--- src/rtl/rx_fifo.sv ---
// Router receive-path flit buffer: write/full in, read/empty out, occupancy and sticky error flags.
// Define RX_FIFO_FWFT_EN for first-word-fall-through output; default is a registered read port.

`ifndef SIZE
`define SIZE 8
`endif

module rx_fifo #(
  parameter int unsigned DEPTH_LOG2 = 3
) (
  input  logic                  clk,
  input  logic                  reset,
  input  logic                  fifo_write,
  input  logic [`SIZE-1:0]      fifo_data_in,
  output logic                  fifo_full,
  input  logic                  fifo_read,
  output logic                  fifo_empty,
  output logic [`SIZE-1:0]      fifo_data_out,
  output logic [DEPTH_LOG2:0]   fifo_count,
  output logic                  fifo_overflow,
  output logic                  fifo_underflow
);

  localparam int unsigned DW    = `SIZE;
  localparam int unsigned DEPTH = 1 << DEPTH_LOG2;
  localparam int unsigned PW    = DEPTH_LOG2;
  localparam int unsigned CW    = DEPTH_LOG2 + 1;

  logic [DW-1:0] mem [DEPTH];
  logic [PW-1:0] wr_ptr;
  logic [PW-1:0] rd_ptr;
  logic [CW-1:0] count;
  logic          overflow;
  logic          underflow;
  logic          push;
  logic          pop;

  // Status is decoded from the count register only, never from the request inputs.
  assign fifo_full      = (count == CW'(DEPTH));
  assign fifo_empty     = (count == '0);
  assign fifo_count     = count;
  assign fifo_overflow  = overflow;
  assign fifo_underflow = underflow;

  assign push = fifo_write && !fifo_full;
  assign pop  = fifo_read  && !fifo_empty;

  // Storage is deliberately left uninitialised by reset.
  always_ff @(posedge clk) begin
    if (push) begin
      mem[wr_ptr] <= fifo_data_in;
    end
  end

  always_ff @(posedge clk) begin
    if (reset) begin
      wr_ptr <= '0;
      rd_ptr <= '0;
    end else begin
      if (push) begin
        wr_ptr <= wr_ptr + PW'(1);
      end
      if (pop) begin
        rd_ptr <= rd_ptr + PW'(1);
      end
    end
  end

  always_ff @(posedge clk) begin
    if (reset) begin
      count <= '0;
    end else begin
      case ({push, pop})
        2'b10:   count <= count + CW'(1);
        2'b01:   count <= count - CW'(1);
        default: count <= count;
      endcase
    end
  end

  // Sticky debug flags; only reset clears them.
  always_ff @(posedge clk) begin
    if (reset) begin
      overflow  <= 1'b0;
      underflow <= 1'b0;
    end else begin
      if (fifo_write && fifo_full) begin
        overflow <= 1'b1;
      end
      if (fifo_read && fifo_empty) begin
        underflow <= 1'b1;
      end
    end
  end

`ifdef RX_FIFO_FWFT_EN
  assign fifo_data_out = fifo_empty ? '0 : mem[rd_ptr];
`else
  logic [DW-1:0] data_q;

  // Popped flit is captured at the pop edge and held until the next accepted pop.
  always_ff @(posedge clk) begin
    if (reset) begin
      data_q <= '0;
    end else if (pop) begin
      data_q <= mem[rd_ptr];
    end
  end

  assign fifo_data_out = data_q;
`endif

endmodule
--- config.mk ---
export PLATFORM = sky130hd
export DESIGN_NAME = rx_fifo
export DESIGN_NICKNAME = d
export VERILOG_FILES = /design/src/rtl/rx_fifo.sv
export SDC_FILE = /design/constraint.sdc
export NUM_CORES = 1
export LEC_CHECK = 0
export ABC_AREA = 0
export CAP_MARGIN = 20
export CORE_MARGIN = 2
export CORE_UTILIZATION = 57
export DETAILED_ROUTE_END_ITERATION = 10
export MAX_ROUTING_LAYER = met4
export PLACE_DENSITY = 0.81
export SLEW_MARGIN = 0
export SYNTH_ARGS = -nofsm -noshare
export SYNTH_HDL_FRONTEND = slang
export SYNTH_SLANG_ARGS = --single-unit
--- constraint.sdc ---
create_clock -name clk -period 3.3 [get_ports clk]
set_input_delay 0.33 -clock clk [delete_from_list [all_inputs] [get_ports clk]]
set_output_delay 0.33 -clock clk [all_outputs]
set_load 0.05 [all_outputs]
==> flow_summary.yaml <==
placed_design:
  placed_cell_area_um2: 3730
  dp.cells: 298
  port_buffers: 27
  gp_congestion: 0.772
  hpwl_um: 3730
  place_ws_ns: 0.778
critical_path:
  start_kind: "flop"
  crit_type: "flop to output pin"
  arrival_ns: 2.27
  r2r_end: "fifo_count[3]"
  worstPathCellList: "or4b_4, inv_1, clkdlybuf4s50_1"
  cpMaxStageDelayCell: "clkdlybuf4s50_1"
  cp-end-kind: "output pin"
  required_ns: 2.97
  crit_buf_inv: 2
  crit_family: "buffers and inverters"
  reg2regPathDepth: 6
  r2r_start: "fifo_count[1]"
  r2r_setup_slack_ns: 0.83
  crit_start: "fifo_count[1]"
  critPathMaxFanout: 9
  cpPeakStageDelay_ns: 0.80
yosys:
  avgSynthCellArea_um2: 17.0
  syn_nets: 214
  synth-async-reset-ratio_pct: 0
  synthMuxAreaShare_pct: 11.7
  ys_dominant_reg_cell: "edfxtp_1"
  synth_common_cells: "edfxtp_1 (64), nor2_1 (21), dfxtp_1 (20)"
  yosys.area_share.simple_pct: 9.59
  synth_edf_count: 64
  synth-seq-area-share_pct: 69.2
  netlist_area_um2: 3350
  synth-adder-area-share_pct: 1.86
  yosys-top-cells-area: "edfxtp_1 (57%), dfxtp_1 (12%), mux4_2 (11%)"
  ys_ff_latch: 84
  synth_xor_area_share_pct: 1.83
  yosys.area.top_type_share_pct: 57.3
  syn_inst: 197
  synth_warnings: 0
  synth_most_common_cell: "edfxtp_1"
  synth_top_family_by_area: "multiplexers"
  ys_types: 33
  synth_compound_area_share_pct: 3.43
  synth.largest_area_cell: "edfxtp_1"
power:
  p_leak_nw: 1.30
  ir_worst_vdd_mv: 0.444
  power_density_nw_per_um2: 788
cells_and_area:
  final_cell_area_um2: 3880
  antenna_cells: 0
  final_cell_count_no_fill: 314
  drive_gt1_share_pct: 22.7
  nNetsFinal: 254
  area_delta_synth_final_pct: 15.7
floorplanning:
  design.core.area_um2: 5610
  die_w_um: 80.7
  die-height_um: 80.7
  dieArea_um2: 6510
  start_util_pct: 59.8
  placementRows: 27
  io-pin-count: 28
global_routing:
  grt_pass1_vias: 1798
  grt_util_met2_pct: 33.3
  top_usage_layer: "met2"
  use_met3_pct: 4.16
  grt_overflow: 0
  grt_max_degree: 19
  antenna_found_initial: 0
  met1_usage_pct: 26.4
  grt_pass1_wl_um: 9220
  grt_usage_pct: 21.0
cts:
  clk_pin_slew_ns: 0.08
  cts_tree: "built"
  cts_hold_buf: 0
  clkLatencyLatePin_ns: 0.35
  ctsRootBufferMaster: "clkbuf_8"
  clock_path_buffers: 2
  cts_buffers: 9
  cts_resized: 0
  clock_sinks: 84
  post_cts_buffers: 0
  cts-htree-levels: 3
detailed_routing:
  ant_nets: 0
  dr.pass1.iters: 4
  drt_iter0_markers: 208
  num_vias: 1785
  route.detailed.drc: 0
  wirelength_um: 5810
  post_drt_via_cell_ratio: 5.68
  wl_per_cell_um: 18.5
sta:
  final_max_slew_viol_count: 0
  fin_ws_ns: 0.704
  rsz0062_at_grt: "false"
  clock_skew_ns: 0.00598
  fin_tns_setup_ns: 0
  fin_hold_ws_ns: 0.486
  fmax_mhz: 385
  setup_viol: 0
  max_slew_margin_pct: 43.3
  period_share_pct: 78.7
  tightest_slew_ns: 0.849
  hold_viol_final: 0
  final.min_clock_period_ns: 2.60
outcome:
  status: "finished clean"
worst_hold_path:
  holdCritStartpoint: "fifo_underflow"
  hold_class: "flop to flop"
  hold_path_depth: 2
  holdPathEnd: "fifo_underflow"
job:
  cap_viol_max_count: 0
## sequential cells by signal (all words and copies together) (netlist names)
| signal | flops |
|---|---|
| mem | 64 |
| fifo_data_out | 8 |
| fifo_count | 4 |
| rd_ptr | 3 |
| wr_ptr | 3 |
| fifo_overflow | 1 |
| fifo_underflow | 1 |
## cell usage in the layout, fill, tap and decap left out, types with 3 or more instances in the layout
master,n
nand2b_1,3
nor2_1,21
dfxtp_1,20
clkbuf_1,4
a21oi_1,5
clkinv_2,3
nor2b_1,4
ha_1,5
buf_4,12
mux4_2,16
clkbuf_8,9
xor2_1,6
nor3_2,8
o22ai_1,8
nor3_1,4
clkdlybuf4s50_1,27
edfxtp_1,64
## power breakdown
group          switching (mW)  internal (mW)  leakage [nW]  total (mW)
sequential              0.102           1.27         0.745        1.37
combinational           0.653          0.431         0.475        1.08
clock                   0.329          0.271        0.0812       0.600
## through the flow
step / util, % / total power [mW]
floorplan: - / 2.20
global placement: 66.5 / 2.47
detailed placement: 66.5 / 2.49
CTS: 69.2 / 3.08
global route: 69.2 / 3.21
finish: 69.2 / 3.06
## cells by family after synthesis
group / Yosys count
simple gates: 53
flops: 84
mux: 19
buf+inv: 11
fa+ha+maj: 5
compound gates: 18
xor+xnor: 7
## layout make-up
type                    instances  area (um^2)
flip-flops and latches         84         2320
clock inverters                 3         15.0
inverters                       1         3.75
fillers                       402         1730
multi-input cells             102          952
well taps                      72         90.1
repair buffers                 39          360
clock buffers                  13          139
## layer usage
layer | share of wire, % | vias up | wire [um]
met5 | 0 | - | 0
met4 | 1.4 | 0 | 79
met3 | 6.9 | 9 | 403
met2 | 52 | 55 | 2990
met1 | 40 | 881 | 2330
li1 | - | 840 | -
## worst reg2reg max path: cells and delay by family (launching register included)
family | cells | cell delay, ns
compound gates | 1 | 0.14
fa+ha+maj | 1 | 0.31
flops | 1 | 0.40
mux | 1 | 0.36
simple gates | 3 | 1.15
## how the worst max path moves through the flow
| stage | to | slack (ns) | cells past startpoint |
|---|---|---|---|
| floorplan | fifo_count[3] | 0.63 | 7 |
| global placement | fifo_count[3] | 0.82 | 6 |
| detailed placement | fifo_count[3] | 0.78 | 6 |
| CTS | fifo_full | 0.69 | 3 |
| global route | fifo_full | 0.63 | 3 |
| finish | fifo_full | 0.70 | 3 |
Power figures use the tool's default switching activity.
==> RTL edit 1: new RTL, config.mk and constraints unchanged <==
The parameter `DEPTH_LOG2` goes from 3 to 2.
--- a/src/rtl/rx_fifo.sv
+++ b/src/rtl/rx_fifo.sv
@@ -6,7 +6,7 @@
 `endif
 
 module rx_fifo #(
-  parameter int unsigned DEPTH_LOG2 = 3
+  parameter int unsigned DEPTH_LOG2 = 2
 ) (
   input  logic                  clk,
   input  logic                  reset,
Ports: changed (resized fifo_count); port bits go from 28 to 27. The function was not compared with the original's and may differ.
==> RTL edit 1 against the unedited design <==
- cell area is 40% lower
- via count shrank 37%
- routed wire length is 47% lower
- register-to-register slack worse by 0.09 ns
- final cell count fell by 33%
- area after synthesis fell by 41%
- setup slack improved by 0.029 ns
- sequential cell count fell by 35
- clock skew up 0.0092 ns
- power is 44% lower
==> RTL edit 1: results (changes against the unedited design) <==
clk_skew: 0.01522 ns (was 0.005984 ns)
top cells by area, synth: edfxtp_1 49%, dfxtp_1 17%, mux4_1 8.0% (was edfxtp_1 57%, dfxtp_1 12%, mux4_2 11%)
Hold Startpoint: fifo_data_out[4] (was fifo_underflow)
Via density: 5.314 (was 5.685)
leakage power: 0.7960 nW (was 1.301 nW)
IO buf count: 26 (was 27)
Total GRT Usage: 17.84% (was 21.02%)
Max VDD drop: 341.0 uV (was 443.8 uV)
Worst Path Max Fanout: 7 (was 9)
worst rel slew slack: 57.76% (was 43.33%)
Crit Reg-Reg Endpoint: fifo_count[2] (was fifo_count[3])
Hold Path End: fifo_data_out[4] (was fifo_underflow)
largest net degree at the start of global routing: 18 (was 19)
CP startpoint: fifo_count[2] (was fifo_count[1])
TritonCTS Buffers: 5 (was 9)
# H-tree levels: 2 (was 3)
Post-synth top cells: 32 x edfxtp_1, 17 x dfxtp_1, 16 x nand2_1 (was 64 x edfxtp_1, 21 x nor2_1, 20 x dfxtp_1)
Register-to-Register Path Depth: 10 (was 6)
initial DRC count: 80 (was 208)
met2 Usage GRT: 29.65% (was 33.33%)
Critical Path AT: 2.24 ns (was 2.27 ns)
final WL: 3107 um (was 5811 um)
RD Place Congestion: 0.7925 (was 0.7715)
share of cells above drive strength 1: 13.41% (was 22.73%)
clk root buf: clkbuf_4 (was clkbuf_8)
met1 Usage GRT: 21.90% (was 26.37%)
Post-DP HPWL: 2188 um (was 3730 um)
sw frac: 37.00% (was 35.43%)
outcome: completed (unchanged)
clk slew on worst S/H paths: 0.14 ns (was 0.08 ns)
nets: 181 (was 254)
met3 Usage GRT: 4.865% (was 4.157%)
RTL edit 1: cell types whose count changed in the layout (fill, tap and decap cells not counted), sizes merged, moves of 7 or more:
| cell | change |
|---|---|
| buf | -11 |
| nor3 | -11 |
| inv | +9 |
| clkbuf | -7 |
| edfxtp | -32 |
| mux4 | -8 |
| nor2 | -14 |
| o22ai | -8 |
| a21oi | +9 |
| nand2 | +11 |
RTL edit 1: worst max path at each step:
| stage | endpoint | slack [ns] | cells after the start |
|---|---|---|---|
| floorplan | fifo_count[2] | 0.60 | 11 |
| global placement | fifo_count[2] | 0.79 | 10 |
| detailed placement | fifo_count[2] | 0.72 | 10 |
| CTS | fifo_full | 0.71 | 3 |
| global route | fifo_count[2] | 0.58 | 10 |
| finish | fifo_full | 0.73 | 3 |
RTL edit 1: kinds of logic (layout without fill, tap and decap cells):
logic type	count (synthesis)	in the layout	synth area share, %
flip-flops	49	49	65.74
XOR/XNOR	3	3	1.328
AND/OR/NAND/NOR	33	33	7.776
buffers and inverters	16	45	4.804
multiplexers	8	8	10.24
AO/OA/AOI/OAI	20	20	5.942
adder cells (fa/ha/maj)	6	6	4.172
RTL edit 1: critical path, cell delays in order (launching register included):
cell and delay [ns]:
dfxtp_1 0.43, or3b_1 0.55, clkinv_8 0.11, clkdlybuf4s50_1 0.80
RTL edit 1: power groups by stage:
stage               Clock (mW)  Sequential [mW]  Combinational (mW)
floorplan                    0            0.950               0.349
global placement             0            0.831               0.621
detailed placement           0            0.838               0.631
CTS                      0.275            0.824               0.633
global route             0.292            0.835               0.678
finish                   0.264            0.822               0.628
RTL edit 1: cell type report:
type / instances / share of cell area [%]
inverter: 10 / 2.268
clock buffer: 6 / 1.782
timing repair buffer: 27 / 11.56
sequential: 49 / 56.16
tap: 46 / 2.484
clock inverter: 2 / 0.5940
multi-input combinational: 70 / 25.16
RTL edit 1: metrics by stage:
stage          std cells  utilization, %  setup slack [ns]  hold slack (ns)  instance area [um^2]
6_report             210           69.44            0.7332           0.4657                  2317
5_1_grt              210           69.44            0.5818           0.4838                  2317
4_1_cts              210           69.44            0.7139           0.4673                  2317
3_5_place_dp         202           67.79            0.7165           0.4487                  2262
3_3_place_gp         202           67.79            0.7913           0.4442                  2262
2_1_floorplan        135               -            0.6001           0.4289                  1979
RTL edit 1: per-layer routing:
| layer | vias up | share of wire, % |
|---|---|---|
| met3 | 0 | 4.2 |
| met5 | - | 0 |
| met2 | 30 | 52 |
| met1 | 537 | 44 |
| met4 | 0 | 0 |
| li1 | 549 | - |
==> RTL edit 2: new RTL, config.mk and constraints unchanged <==
Without the edit above. Put one more register stage on the output `fifo_count`, without a reset. The value now appears one clock later. The other outputs are not delayed to match.
--- a/src/rtl/rx_fifo.sv
+++ b/src/rtl/rx_fifo.sv
@@ -38,7 +38,9 @@
   // Status is decoded from the count register only, never from the request inputs.
   assign fifo_full      = (count == CW'(DEPTH));
   assign fifo_empty     = (count == '0);
-  assign fifo_count     = count;
+  always_ff @(posedge clk) begin
+    fifo_count <= count;
+  end
   assign fifo_overflow  = overflow;
   assign fifo_underflow = underflow;
 
Behaviour: not the same (a bounded check fails within 4 cycles, from zero or initial values and one cycle with reset high).
==> RTL edit 2 against the unedited design <==
- area after synthesis grew 2.4%
- largest cell class unchanged
- setup slack worse by 0.035 ns
- largest power group unchanged
- utilization down 1.2 points
- first-iteration DRC count is 37% lower
- clock skew grew 0.0029 ns
- sequential cell count rose by 4
- power grew 7.6%
- cell area grew 3.2%
- fmax is 1.3% lower
- routed wire length grew 1.4%
==> RTL edit 2: results (changes against the unedited design) <==
Cell Area, Placed: 0.003805 mm^2 (was 0.003729 mm^2)
Worst Path Max Fanout: 9 (unchanged)
met2 Usage GRT: 29.75% (was 33.33%)
mux contribution to synthesized area: 11.40% (was 11.67%)
met1 Usage GRT: 25.57% (was 26.37%)
Top Layer Used: met4 (unchanged)
final WL: 5890 um (was 5811 um)
outcome: completed (unchanged)
CP top delay family: buffers and inverters (unchanged)
Seq/Total Area, Yosys: 69.95% (was 69.23%)
Post-DP HPWL: 3770 um (was 3730 um)
RD Place Congestion: 0.8025 (was 0.7715)
Combinational Power Share: 33.3% (was 35.4%)
Post-synth EDFFs: 64 (unchanged)
first-pass GRT wire length: 8852 um (was 9218 um)
vias in the first global route: 1708 (was 1798)
routed wl met2: 2877 um (was 2993 um)
clk_skew: 0.008896 ns (was 0.005984 ns)
seq pwr: 1.44 mW (was 1.37 mW)
met1 WL: 2456 um (was 2334 um)
met3 wire length: 373 um (was 403 um)
Critical Path AT: 2.30 ns (was 2.27 ns)
Mapped Nets: 218 (was 214)
nets: 257 (was 254)
pre-CTS setup slack: 0.7892 ns (was 0.7780 ns)
NetSw: 1.159 mW (was 1.083 mW)
Total GRT Usage: 20.08% (was 21.02%)
setup bufs post-CTS: 0 (unchanged)
Post-synth top cells: 64 x edfxtp_1, 24 x dfxtp_1, 21 x nor2_1 (was 64 x edfxtp_1, 21 x nor2_1, 20 x dfxtp_1)
post-CTS resize count: 0 (unchanged)
Compound-Gate Fraction of Synth Area: 3.352% (was 3.432%)
initial DRC count: 132 (was 208)
Max VDD drop: 560.4 uV (was 443.8 uV)
top cells by area, synth: edfxtp_1 56%, dfxtp_1 14%, mux4_2 10% (was edfxtp_1 57%, dfxtp_1 12%, mux4_2 11%)
Synth Area in XOR/XNOR: 1.785% (was 1.828%)
share of cells above drive strength 1: 23.67% (was 22.73%)
Max Clk Rate: 380.1 MHz (was 385.2 MHz)
Syn. warnings: 0 (unchanged)
area share of fa/ha/maj cells after synthesis: 1.821% (was 1.865%)
leakage power: 1.348 nW (was 1.301 nW)
IO buf count: 27 (unchanged)
met3 Usage GRT: 4.835% (was 4.157%)
clk root buf: clkbuf_8 (unchanged)
vias: 1789 (was 1785)
Least-Margin Pin Slew: 0.7926 ns (was 0.8489 ns)
==> RTL edit 2: final timing paths <==
check	start	endpoint	depth (start not counted)
hold reg to reg	count[3]	fifo_count[3]	0
hold / removal	count[3]	fifo_count[3]	0
setup reg to reg	count[1]	count[3]	6
setup / recovery	count[1]	fifo_full	3
==> RTL edit 2: through the flow <==
stage                     power (mW)  util [%]  instances  hold WS (ns)
after floorplan                2.281         -        201        0.3507
after global routing           3.457     68.07        320        0.4442
after CTS                      3.318     68.07        320        0.4188
final                          3.292     68.07        320        0.4183
after detailed placement       2.571     64.65        304        0.4123
after global placement         2.547     64.65        304        0.4077
==> RTL edit 2: area by class of cell <==
type / count / area, um^2
inverter: 1 / 3.754
sequential: 88 / 2402
fill: 401 / 1879
multi-input combinational: 102 / 952.2
tap: 75 / 93.84
clock buffer: 9 / 123.9
timing repair buffer: 38 / 352.8
clock inverter: 7 / 77.57
